**config.mk**
```make
export PLATFORM = sky130hd
export DESIGN_NAME = output_arbiter
export DESIGN_NICKNAME = d
export VERILOG_FILES = /design/src/rtl/output_arbiter.sv
export SDC_FILE = /design/constraint.sdc
export NUM_CORES = 1
export LEC_CHECK = 0
export BUFFER_PORTS_ARGS = -buffer_cell sky130_fd_sc_hd__clkbuf_2
export CAP_MARGIN = 10
export CORE_MARGIN = 4
export CORE_UTILIZATION = 43
export CTS_BUF_LIST = sky130_fd_sc_hd__clkbuf_8
export DETAILED_ROUTE_END_ITERATION = 6
export PLACE_DENSITY = 0.65
export SYNTH_ARGS = -nofsm -noshare
export SYNTH_HDL_FRONTEND = slang
export SYNTH_SLANG_ARGS = --single-unit
```
**constraint.sdc**
```tcl
create_clock -name clk -period 6.9 [get_ports clk]
set_input_delay 0.69 -clock clk [delete_from_list [all_inputs] [get_ports clk]]
set_output_delay 0.69 -clock clk [all_outputs]
set_load 0.05 [all_outputs]
```
**src/rtl/output_arbiter.sv**
```systemverilog
// Packet-level round-robin arbiter driving the select of a router output multiplexer.
// A granted requester owns the port from head through tail flit; a flit watchdog bounds the lock.
module output_arbiter #(
    parameter int NUM_REQ   = 10,
    parameter int SEL_W     = 4,
    parameter int MAX_FLITS = 16
) (
    input  logic               clk,
    input  logic               rst_n,
    input  logic [NUM_REQ-1:0] req,
    input  logic [NUM_REQ-1:0] tail,
    input  logic               out_ready,
    output logic [SEL_W-1:0]   sel,
    output logic [NUM_REQ-1:0] grant,
    output logic               out_valid,
    output logic               xfer,
    output logic               wd_err
);

    localparam int CNT_W = (MAX_FLITS > 2) ? $clog2(MAX_FLITS) : 1;

    typedef enum logic {
        IDLE = 1'b0,
        BUSY = 1'b1
    } state_e;

    state_e             state_q, state_d;
    logic [NUM_REQ-1:0] grant_q, grant_d;
    logic [SEL_W-1:0]   sel_q, sel_d;
    logic [SEL_W-1:0]   rr_ptr_q, rr_ptr_d;
    logic [CNT_W-1:0]   cnt_q, cnt_d;
    logic               wd_err_q, wd_err_d;

    logic               pick_found;
    logic [SEL_W-1:0]   pick_idx;
    logic [SEL_W-1:0]   next_ptr;
    logic               cur_req;
    logic               cur_tail;
    logic               at_limit;
    logic               release_now;

    // Scan offsets from highest to lowest so the nearest set bit at or above rr_ptr wins.
    always_comb begin
        logic [SEL_W:0] cand;
        pick_found = 1'b0;
        pick_idx   = '0;
        cand       = '0;
        for (int k = NUM_REQ - 1; k >= 0; k--) begin
            cand = {1'b0, rr_ptr_q} + (SEL_W+1)'(k);
            if (cand >= (SEL_W+1)'(NUM_REQ)) begin
                cand = cand - (SEL_W+1)'(NUM_REQ);
            end
            if (req[cand[SEL_W-1:0]]) begin
                pick_found = 1'b1;
                pick_idx   = cand[SEL_W-1:0];
            end
        end
    end

    assign cur_req  = req[sel_q];
    assign cur_tail = tail[sel_q];
    assign at_limit = (cnt_q == CNT_W'(MAX_FLITS - 1));
    assign next_ptr = (sel_q == SEL_W'(NUM_REQ - 1)) ? '0 : sel_q + SEL_W'(1);

    // NOTE: sequential state uses non-blocking assignments so every flop samples pre-edge values.
    always_ff @(posedge clk or negedge rst_n) begin
        if (!rst_n) begin
            state_q <= IDLE;
        end else begin
            state_q <= state_d;
        end
    end

    // NOTE: every combinational output gets a default first, so no path can infer a latch.
    always_comb begin
        state_d = state_q;
        case (state_q)
            IDLE:    if (pick_found)  state_d = BUSY;
            BUSY:    if (release_now) state_d = IDLE;
            default: state_d = IDLE;
        endcase
    end

    always_comb begin
        out_valid   = 1'b0;
        xfer        = 1'b0;
        release_now = 1'b0;
        if (state_q == BUSY) begin
            out_valid   = cur_req;
            xfer        = cur_req & out_ready;
            release_now = cur_req & out_ready & (cur_tail | at_limit);
        end
    end

    always_comb begin
        grant_d  = grant_q;
        sel_d    = sel_q;
        rr_ptr_d = rr_ptr_q;
        cnt_d    = cnt_q;
        wd_err_d = 1'b0;
        if (state_q == IDLE) begin
            if (pick_found) begin
                grant_d = {{(NUM_REQ-1){1'b0}}, 1'b1} << pick_idx;
                sel_d   = pick_idx;
                cnt_d   = '0;
            end
        end else if (release_now) begin
            grant_d  = '0;
            rr_ptr_d = next_ptr;
            // A tail on the limit flit is an ordinary release.
            wd_err_d = ~cur_tail;
        end else if (xfer) begin
            cnt_d = cnt_q + CNT_W'(1);
        end
    end

    always_ff @(posedge clk or negedge rst_n) begin
        if (!rst_n) begin
            grant_q  <= '0;
            sel_q    <= '0;
            rr_ptr_q <= '0;
            cnt_q    <= '0;
            wd_err_q <= 1'b0;
        end else begin
            grant_q  <= grant_d;
            sel_q    <= sel_d;
            rr_ptr_q <= rr_ptr_d;
            cnt_q    <= cnt_d;
            wd_err_q <= wd_err_d;
        end
    end

    assign sel    = sel_q;
    assign grant  = grant_q;
    assign wd_err = wd_err_q;

endmodule

```
Yosys cells after proc, flatten, opt, wreduce, memory -nomap -nowiden --
Index checks and enable logic that the tools add are counted.
Storage, ports and cells: flip-flop bits (word level) 24, input port bits 23, output and inout port bits 17
Operators by class: add/subtract/negate cells 21, order comparisons 21, eq/ne operators 5, shifts and indexed selects 1, multiplexer cells 70, bitwise logic cells 5, reduce and logical (&&, ||, !) cells 5
Operators with widths (count):
- $mux 4 | 25
- $lt 4x5->1 const B | 11
- $bmux 1 s4 | 12
- $ge 5x4->1 const B | 9
- $sub 4x4->4 const B | 10
- $mux 10 | 3
- $mux 1 | 29
- $add 4x3->5 const B | 4
- $add 4x2->5 const B | 2
- $add 4x4->5 const B | 2
- $shl 1x4->10 const A | 1
- $add 4x1->4 const B | 2
- $eq 4x4->1 const B | 2
- $reduce_and 2->1 | 3
- $add 4x1->5 const B | 1
- $ge 4x4->1 const B | 1
- $ne 2x2->1 const B | 2
- $reduce_and 3->1 | 1
- $and 1x1->1 | 2
- $ne 2x1->1 const B | 1
- $not 1->1 | 2
- $pmux 1 s2 | 1
- $reduce_bool 2->1 | 1
- $or 1x1->1 | 1

Depth between registers and ports, before layout --
Gate-level depths: netlist of the first run.
word-level depth 18, depth in mapped cells 22, depth with buffers taken out 14

Worst setup path after synthesis of the first run --
No wires, ideal clock.
kind register to register, start register rr_ptr_q[1], end register grant_q[4] (netlist: grant[4]), library setup time 0.122 ns, data arrival time 5.027 ns, slack 1.752 ns, stages on the path, launching flop included 21, path buffers 7, clock period less this slack 5.148 ns, cell sequence dfrtp_1 -> buf_2 -> inv_1 -> clkbuf_1 -> ha_1 -> clkbuf_1 -> buf_2 -> inv_1 -> buf_2 -> ha_1 -> clkbuf_1 -> mux4_2 -> mux2_2 -> o221ai_1 -> o22a_1 -> a21boi_0 -> a21oi_1 -> o211a_1 -> or3_1 -> clkbuf_1 -> a32o_1
On the way: cells in the longest elaborated chain, start to end 18, elaborated cells between the ends (all ways) 84, those cells by class add/sub: 19; order compare: 10; shift: 1; mux: 52; reduce/logical: 2
Ends and longest elaborated chain:
- from (decl) | RTL line 30 | logic [SEL_W-1:0] rr_ptr_q, rr_ptr_d;
- from (signal assigned) | RTL line 127 | rr_ptr_q <= rr_ptr_d;
- $add 4x4->5 | RTL line 49 | cand = {1'b0, rr_ptr_q} + (SEL_W+1)'(k);
- $sub 4x4->4 / $ge 5x4->1 (equally long branches) | RTL line 51, 50
- $mux 4 | RTL line 50 | if (cand >= (SEL_W+1)'(NUM_REQ)) begin
- $bmux 1 s4 | RTL line 53 | if (req[cand[SEL_W-1:0]]) begin
- $mux 1 (implied by the code) | RTL line 53
- $mux 4 (10 in a row) | RTL line 53
- $shl 1x4->10 | RTL line 103 | grant_d = {{(NUM_REQ-1){1'b0}}, 1'b1} << pick_idx;
- $mux 10 | RTL line 102 | if (pick_found) begin
- $mux 10 | RTL line 101 | if (state_q == IDLE) begin
- to (signal assigned) | RTL line 125 | grant_q <= grant_d;
- to (decl) | RTL line 28 | logic [NUM_REQ-1:0] grant_q, grant_d;
Several ways; a longest one is shown, not always the timed one. The select of a mux whose other input is x is not followed. A chain may end at the register's enable or synchronous reset.

Worst setup path after layout of the first run --
start register rr_ptr_q[0], end register grant_q[7] (netlist: grant[7])
The elaborated chain is that of the path after synthesis.

==> impl_metrics.ini, run 1 <==
[global_routing]
grt_max_degree = 44
grt_use_total_pct = 24.1
grt_pass1_wl_mm = 22.9
antenna_found_initial = 0
grt_overflow = 0
grt_pass1_vias = 4273

[setup_path]
critPathLaunchType = register
path_buf_inv = 3
worst_ep_arrival_time_ns = 5.67
critPathMaxFanout = 43
cp_slowest_cell = dfrtp_2
max_stage_delay_ns = 1.02
cp-end-kind = register
path_class = reg2reg
path_cells = inv_1 -> ha_1 -> buf_4 -> inv_1 -> ha_1 -> mux4_2 -> mux2_2 -> o221ai_1 -> o22a_1 -> nand4b_1 -> o31ai_4 -> and3b_1 -> a32o_1
required_ns = 7.06
path_delay_family = compound AO/OA/AOI/OAI gates

[detailed_routing]
routed-wl-met3_um = 983
drc_errors = 0
wl_met2_mm = 6.51
antenna_left = 0
drt-total-wl_mm = 14.2
drt-wirelength-per-cell_um = 21.0
met1_length_mm = 6.18
vias = 4479
vias_per_cell = 6.61
routed.top_layer = met4
drt-initial-drc-count = 472
firstDrtPassIters = 5

[clock_network]
cts.clk_slew.worst_paths_ns = 0.09
cts_tree = yes
numCtsBuffers = 3
clock_path_buffers = 2
cts_setup_buffers = 0
cts_sinks = 24
hold_buffers = 0
clk_latency_ns = 0.26
htreeDepth = 1
cts_resized = 0
cts_root_buffer = clkbuf_8

[outcome]
run_status = finished clean

[floorplan]
fp.dieW_um = 109
coreArea_sq_mm = 0.00991
rows = 36
initial_utilization_pct = 44.6
io_pins = 40
die_h_um = 109
die_area_sq_mm = 0.0120

[synthesis]
synth.area.top_cells = dfrtp_1 (14%), mux4_2 (7.1%), ha_1 (6.8%)
synth.net_count = 572
synth.most_common_cell = nand2_1
synth_edf_count = 0
ys_types = 91
synthFlopType = dfrtp_1
synthSimpleGateAreaFrac_pct = 21.9
synth.top_cell.area_share_pct = 13.6
yosysWarnings = 0
synth_compound_area_share_pct = 28.5
avgSynthCellArea_sq_um = 8.43
yosys.area.top_type = dfrtp_1
syn_area_sq_mm = 0.00442
yosysSeqAreaShare_pct = 13.6
synth_top_family_by_area = compound AO/OA/AOI/OAI gates
async_flop_share_pct = 100
synth.area.mux_share_pct = 18.8
synthAdderAreaFrac_pct = 7.25
synthTopCellsByCount = nand2_1 (52), a21oi_1 (33), mux2i_1 (28)
ys_ff_latch = 24
synth_xor_area_share_pct = 4.45
synthCells = 524

[timing]
finalSetupTns_ns = 0
fin_crit_ns = 5.51
max_freq_mhz = 181
slew_headroom_pct = 35.1
rsz0062_at_grt = no
fin_ws_ns = 1.39
clock-skew-final_ns = 0.00195
final-hold-violation-count = 0
tightestPinTransition_ns = 0.973
setup_viol = 0
post-route-period-util_pct = 79.9
slew_viol_final = 0

[cells_and_area]
synthToLayoutAreaGrowth_pct = 7.31
fill_cells = 975
drive_gt1_share_pct = 20.9
antenna-diode-count = 0
nNetsFinal = 594
final_util_pct = 47.8
finalInstanceArea_sq_mm = 0.00474

[placed_design]
dpl_cell_area_sq_mm = 0.00467
port_buffers = 39
gp_congestion = 1.04
dpl_worst_slack_ns = 1.45
place_hpwl_mm = 10.9

[flow_run]
max_cap_viol_count = 0

[worst_hold_path]
hold_path.class = in2async
==> sequential cells by signal (all words and copies together), names as in the netlist <==
signal	flops
grant	10
state_q	1
wd_err	1
rr_ptr_q	4
sel	4
cnt_q	4
==> layout by cell type (no fill, tap or decap), types with 6 or more instances in the layout <==
master	Yosys	final
or2_2	7	7
ha_1	24	24
inv_1	23	23
nand2b_1	15	15
a21oi_1	33	33
dfrtp_1	24	23
buf_4	3	6
nor2b_1	8	8
a211oi_1	9	9
o21ai_0	23	23
mux2_2	16	16
o211ai_1	8	8
and2_1	7	7
and3_1	6	6
nand2_1	52	52
a31oi_1	6	6
mux4_2	14	14
xnor2_1	13	13
nand3_1	14	14
nor2_1	24	24
mux2i_1	28	28
clkbuf_2	0	39
==> worst register-to-register path: cells and delay by family, from the launching register on <==
kind                       cells  cell delay [ns]
adders and majority gates      2             0.94
and+or+nand+nor                2             0.52
muxes                          2             0.82
buffers and inverters          3             0.88
DFF                            1             1.02
AOI/OAI and AO/OA              4             1.23
==> area by class of cell <==
class | instances | area [sq um] | area share, %
clock buffers | 3 | 41.3 | 0.871
inverters | 23 | 86.3 | 1.82
flip-flops and latches | 24 | 602 | 12.7
multi-input cells | 449 | 3570 | 75.4
clock inverters | 1 | 30.0 | 0.634
well taps | 133 | 166 | 3.51
repair buffers | 45 | 240 | 5.07
==> metrics by stage <==
| step | hold WS (ns) | cells |
|---|---|---|
| after detailed placement | 0.484 | 674 |
| final | 0.428 | 678 |
| after CTS | 0.437 | 678 |
| after floorplan | 0.394 | 524 |
| after global routing | 0.460 | 678 |
| after global placement | 0.482 | 674 |
==> final timing paths <==
path / startpoint / slack (ns) / to / depth (start not counted)
hold / removal: rst_n / 0.43 / grant[9] / 1
max in group asynchronous: rst_n / 6.03 / rr_ptr_q[0] / 1
setup reg to reg: rr_ptr_q[0] / 1.39 / grant[7] / 13
min in group clk: grant[7] / 0.51 / grant[7] / 1
setup / recovery: rr_ptr_q[0] / 1.39 / grant[7] / 13
hold reg to reg: grant[7] / 0.51 / grant[7] / 1
==> routing by layer <==
metal	vias up	track usage, %
li1	2060	-
met1	2151	33.5
met2	220	39.4
met3	48	1.64
met4	0	8.90
met5	-	0
==> cell families (layout without fill, tap and decap cells) <==
group,count (synthesis),in the layout
adders and majority gates,25,25
xor gates and xnor gates,19,19
muxes,61,61
buffers and inverters,51,72
and+or+nand+nor,177,177
AOI/OAI and AO/OA,167,167
DFF,24,24
Power of run 1 is left out: the tool's default activity adds up to more than one toggle a clock period on the data nets, which glitch-free logic cannot reach.
==> run 2, diff against run 1 <==
==> constraint.sdc (replaced) <==
create_clock -name clk -period 5.18 [get_ports clk]
set_input_delay 0.518 -clock clk [delete_from_list [all_inputs] [get_ports clk]]
set_output_delay 0.518 -clock clk [all_outputs]
set_load 0.05 [all_outputs]
==> impl_metrics.ini, run 2 (same netlist as run 1, synthesis figures left out) <==
[outcome]
run_status = complete, but fails checks
violations = DRC

[clock_network]
cts_root_buffer = clkbuf_8
cts_setup_buffers = 0
cts.clk_slew.worst_paths_ns = 0.09
cts_resized = 0
hold_buffers = 0
clock_path_buffers = 2
clk_latency_ns = 0.27
numCtsBuffers = 3
cts_sinks = 24
cts_tree = yes
htreeDepth = 1

[floorplan]
coreArea_sq_mm = 0.00991
die_area_sq_mm = 0.0120
io_pins = 40
fp.dieW_um = 109
die_h_um = 109
initial_utilization_pct = 44.6
rows = 36

[detailed_routing]
vias_per_cell = 6.60
firstDrtPassIters = 7
drt-total-wl_mm = 14.6
vias = 4529
antenna_left = 0
drt-initial-drc-count = 384
drt-wirelength-per-cell_um = 21.3
drc_errors = 4

[placed_design]
gp_congestion = 0.957
port_buffers = 39
place_hpwl_mm = 11.3

[timing]
slew_viol_final = 0
holdWs_ns = 0.240
max_freq_mhz = 219
setup_viol = 0
final-hold-violation-count = 0
fin_crit_ns = 4.56
clock-skew-final_ns = 0.00326
rsz0062_at_grt = no
tightestPinTransition_ns = 0.923
post-route-period-util_pct = 88.0
finalSetupTns_ns = 0
slew_headroom_pct = 37.7

[cells_and_area]
mostFrequentLayoutCells = nand2_1 (52), clkbuf_2 (39), a21oi_1 (33)
fill_cells = 973
mostFrequentLayoutCell = nand2_1
largest_register_ffs = 10
synthToLayoutAreaGrowth_pct = 8.67
nNetsFinal = 602
multi_input_area_sq_mm = 0.00357
regArea_sq_um = 602
antenna-diode-count = 0
drive_gt1_share_pct = 22.1

[setup_path]
path_class = reg2reg
critPathLaunchType = register
critPathMaxFanout = 17
cp-end-kind = register
required_ns = 5.39
worst_ep_arrival_time_ns = 4.77
r2r_cells = 16

[worst_hold_path]
hold_path.class = in2async

[global_routing]
grt_pass1_vias = 4433
antenna_found_initial = 0
grt_use_total_pct = 24.8
grt_pass1_wl_mm = 23.6
grt_max_degree = 42
grt_overflow = 0

[flow_run]
max_cap_viol_count = 0
run 2: final timing paths:
check                                 start          end  slack, ns
worst max-delay path            rr_ptr_q[1]     grant[8]       0.62
worst min-delay path                  rst_n     grant[5]       0.24
worst max register to register  rr_ptr_q[1]     grant[8]       0.62
worst min register to register     grant[7]     grant[7]       0.51
max in group asynchronous             rst_n  rr_ptr_q[0]       4.50
min in group clk                   grant[7]     grant[7]       0.51
run 2: worst max-delay path, cell delays in order (launching register included):
cell and delay, ns:
dfrtp_1 0.48, inv_1 0.13, buf_4 0.24, ha_1 0.24
inv_1 0.07, fa_1 0.43, mux2_2 0.29, o21ai_1 0.34
mux2i_1 0.28, o21a_1 0.23, nand2_1 0.16, a21oi_1 0.20
nand4b_1 0.23, o31ai_4 0.41, buf_4 0.24, and2_0 0.33
a22o_1 0.20
run 2: layer usage:
metal / track usage (%) / vias up / part of all wire [%]
li1: - / 2070 / -
met1: 32.7 / 2163 / 42
met2: 40.5 / 242 / 46
met3: 3.76 / 54 / 8.0
met4: 10.7 / 0 / 4.1
met5: 0 / - / 0
run 2: cell type report:
cell class	count	share of cell area, %
clock buffers	3	0.860
clock inverters	1	0.626
inverters	23	1.80
multi-input cells	449	74.5
flip-flops and latches	24	12.5
well taps	133	3.47
repair buffers	53	6.26
run 2: through the flow:
stage,cells,setup WS (ns),cell area (sq um),utilization [%]
2_1_floorplan,524,0.0319,4420,-
3_3_place_gp,682,0.852,4730,47.7
3_5_place_dp,682,0.763,4730,47.7
4_1_cts,686,0.709,4800,48.4
5_1_grt,686,0.374,4800,48.4
6_report,686,0.619,4800,48.4
Power of run 2 is left out for the same reason.
==> run 3, diff against run 2 <==
==> constraint.sdc (replaced) <==
create_clock -name clk -period 4.9 [get_ports clk]
set_input_delay 0.49 -clock clk [delete_from_list [all_inputs] [get_ports clk]]
set_output_delay 0.49 -clock clk [all_outputs]
set_load 0.05 [all_outputs]
==> impl_metrics.ini, run 3 (same netlist as run 1, synthesis figures left out) <==
[outcome]
run_status = finished clean

[floorplan]
die_h_um = 109
die_area_sq_mm = 0.0120
fp.dieW_um = 109
rows = 36
io_pins = 40
initial_utilization_pct = 44.6
coreArea_sq_mm = 0.00991

[clock_network]
hold_buffers = 0
numCtsBuffers = 3
cts_root_buffer = clkbuf_8
cts_sinks = 24
clock_path_buffers = 2
cts_tree = yes
clk_latency_ns = 0.27
htreeDepth = 1
cts.clk_slew.worst_paths_ns = 0.09
cts_setup_buffers = 0
cts_resized = 0

[timing]
finalSetupTns_ns = 0
rsz0062_at_grt = no
slew_viol_final = 0
slew_headroom_pct = 45.3
clock-skew-final_ns = 0.00427
fin_crit_ns = 4.52
final-hold-violation-count = 0
max_freq_mhz = 221
setup_viol = 0
tightestPinTransition_ns = 0.797
post-route-period-util_pct = 92.2

[flow_run]
max_cap_viol_count = 0

[cells_and_area]
mostFrequentLayoutCell = nand2_1
mostFrequentLayoutCells = nand2_1 (52), clkbuf_2 (39), a21oi_1 (33)
antenna-diode-count = 0
drive_gt1_share_pct = 22.3
fill_cells = 970
synthToLayoutAreaGrowth_pct = 9.01
largest_register_ffs = 10
nNetsFinal = 604

[placed_design]
port_buffers = 39
gp_congestion = 1.01
place_hpwl_mm = 11.4

[detailed_routing]
drt-initial-drc-count = 473
drt-wirelength-per-cell_um = 21.1
vias = 4507
drt-total-wl_mm = 14.5
drc_errors = 0
firstDrtPassIters = 7
antenna_left = 0
vias_per_cell = 6.55

[global_routing]
grt_max_degree = 41
grt_pass1_wl_mm = 23.1
grt_overflow = 0
grt_pass1_vias = 4355
antenna_found_initial = 0
grt_use_total_pct = 24.6

[setup_path]
worst_ep_arrival_time_ns = 4.72
cp-end-kind = register
r2r_cells = 12
cp_slowest_cell = o21ai_0
critPathMaxFanout = 24
required_ns = 5.11
critPathLaunchType = register
path_class = reg2reg
path_cells = buf_4 -> ha_1 -> xnor2_1 -> a21oi_1 -> o21ai_0 -> a2111oi_2 -> a21oi_1 -> nand4_1 -> o31ai_4 -> buf_4 -> and2_0 -> a22o_1
max_stage_delay_ns = 0.60

[worst_hold_path]
hold_path.class = in2async
## run 3: metrics by stage
| step | instances | setup WS, ns | cell area, sq um | util (%) | hold WS, ns |
|---|---|---|---|---|---|
| after floorplan | 524 | 0.0568 | 4420 | - | 0.194 |
| after global placement | 684 | 0.612 | 4740 | 47.9 | 0.477 |
| after detailed placement | 684 | 0.523 | 4740 | 47.9 | 0.482 |
| after CTS | 688 | 0.479 | 4810 | 48.6 | 0.238 |
| after global routing | 688 | 0.126 | 4810 | 48.6 | 0.260 |
| final | 688 | 0.384 | 4810 | 48.6 | 0.220 |
## run 3: critical path: cells and delay by family, from the launching register on
kind	cells	cell delay, ns
compound gates	6	2.03
xor+xnor	1	0.31
fa+ha+maj	1	0.50
buf+inv	2	0.53
flops	1	0.46
simple gates	2	0.60
## run 3: cell type report
cell class / instances / area, sq um / area share, %
clock buffer: 3 / 41.3 / 0.858
clock inverter: 1 / 30.0 / 0.624
inverter: 23 / 86.3 / 1.79
multi-input combinational: 449 / 3570 / 74.2
sequential: 24 / 602 / 12.5
tap: 133 / 166 / 3.46
timing repair buffer: 55 / 315 / 6.55
## run 3: worst paths after layout
path,startpoint,to,slack (ns)
max,rr_ptr_q[1],grant[9],0.38
min,rst_n,grant[8],0.22
max reg2reg,rr_ptr_q[1],grant[9],0.38
min reg2reg,grant[6],grant[6],0.50
max in group asynchronous,rst_n,rr_ptr_q[0],4.24
min in group clk,grant[6],grant[6],0.50
## run 3: layer usage
| layer | global-route usage (%) | routed length, um | up-vias |
|---|---|---|---|
| met5 | 0 | 0 | - |
| met4 | 11.6 | 736 | 0 |
| met3 | 2.58 | 898 | 46 |
| met2 | 38.0 | 6470 | 229 |
| met1 | 34.3 | 6390 | 2149 |
| li1 | - | - | 2083 |
Power of run 3 is left out for the same reason.
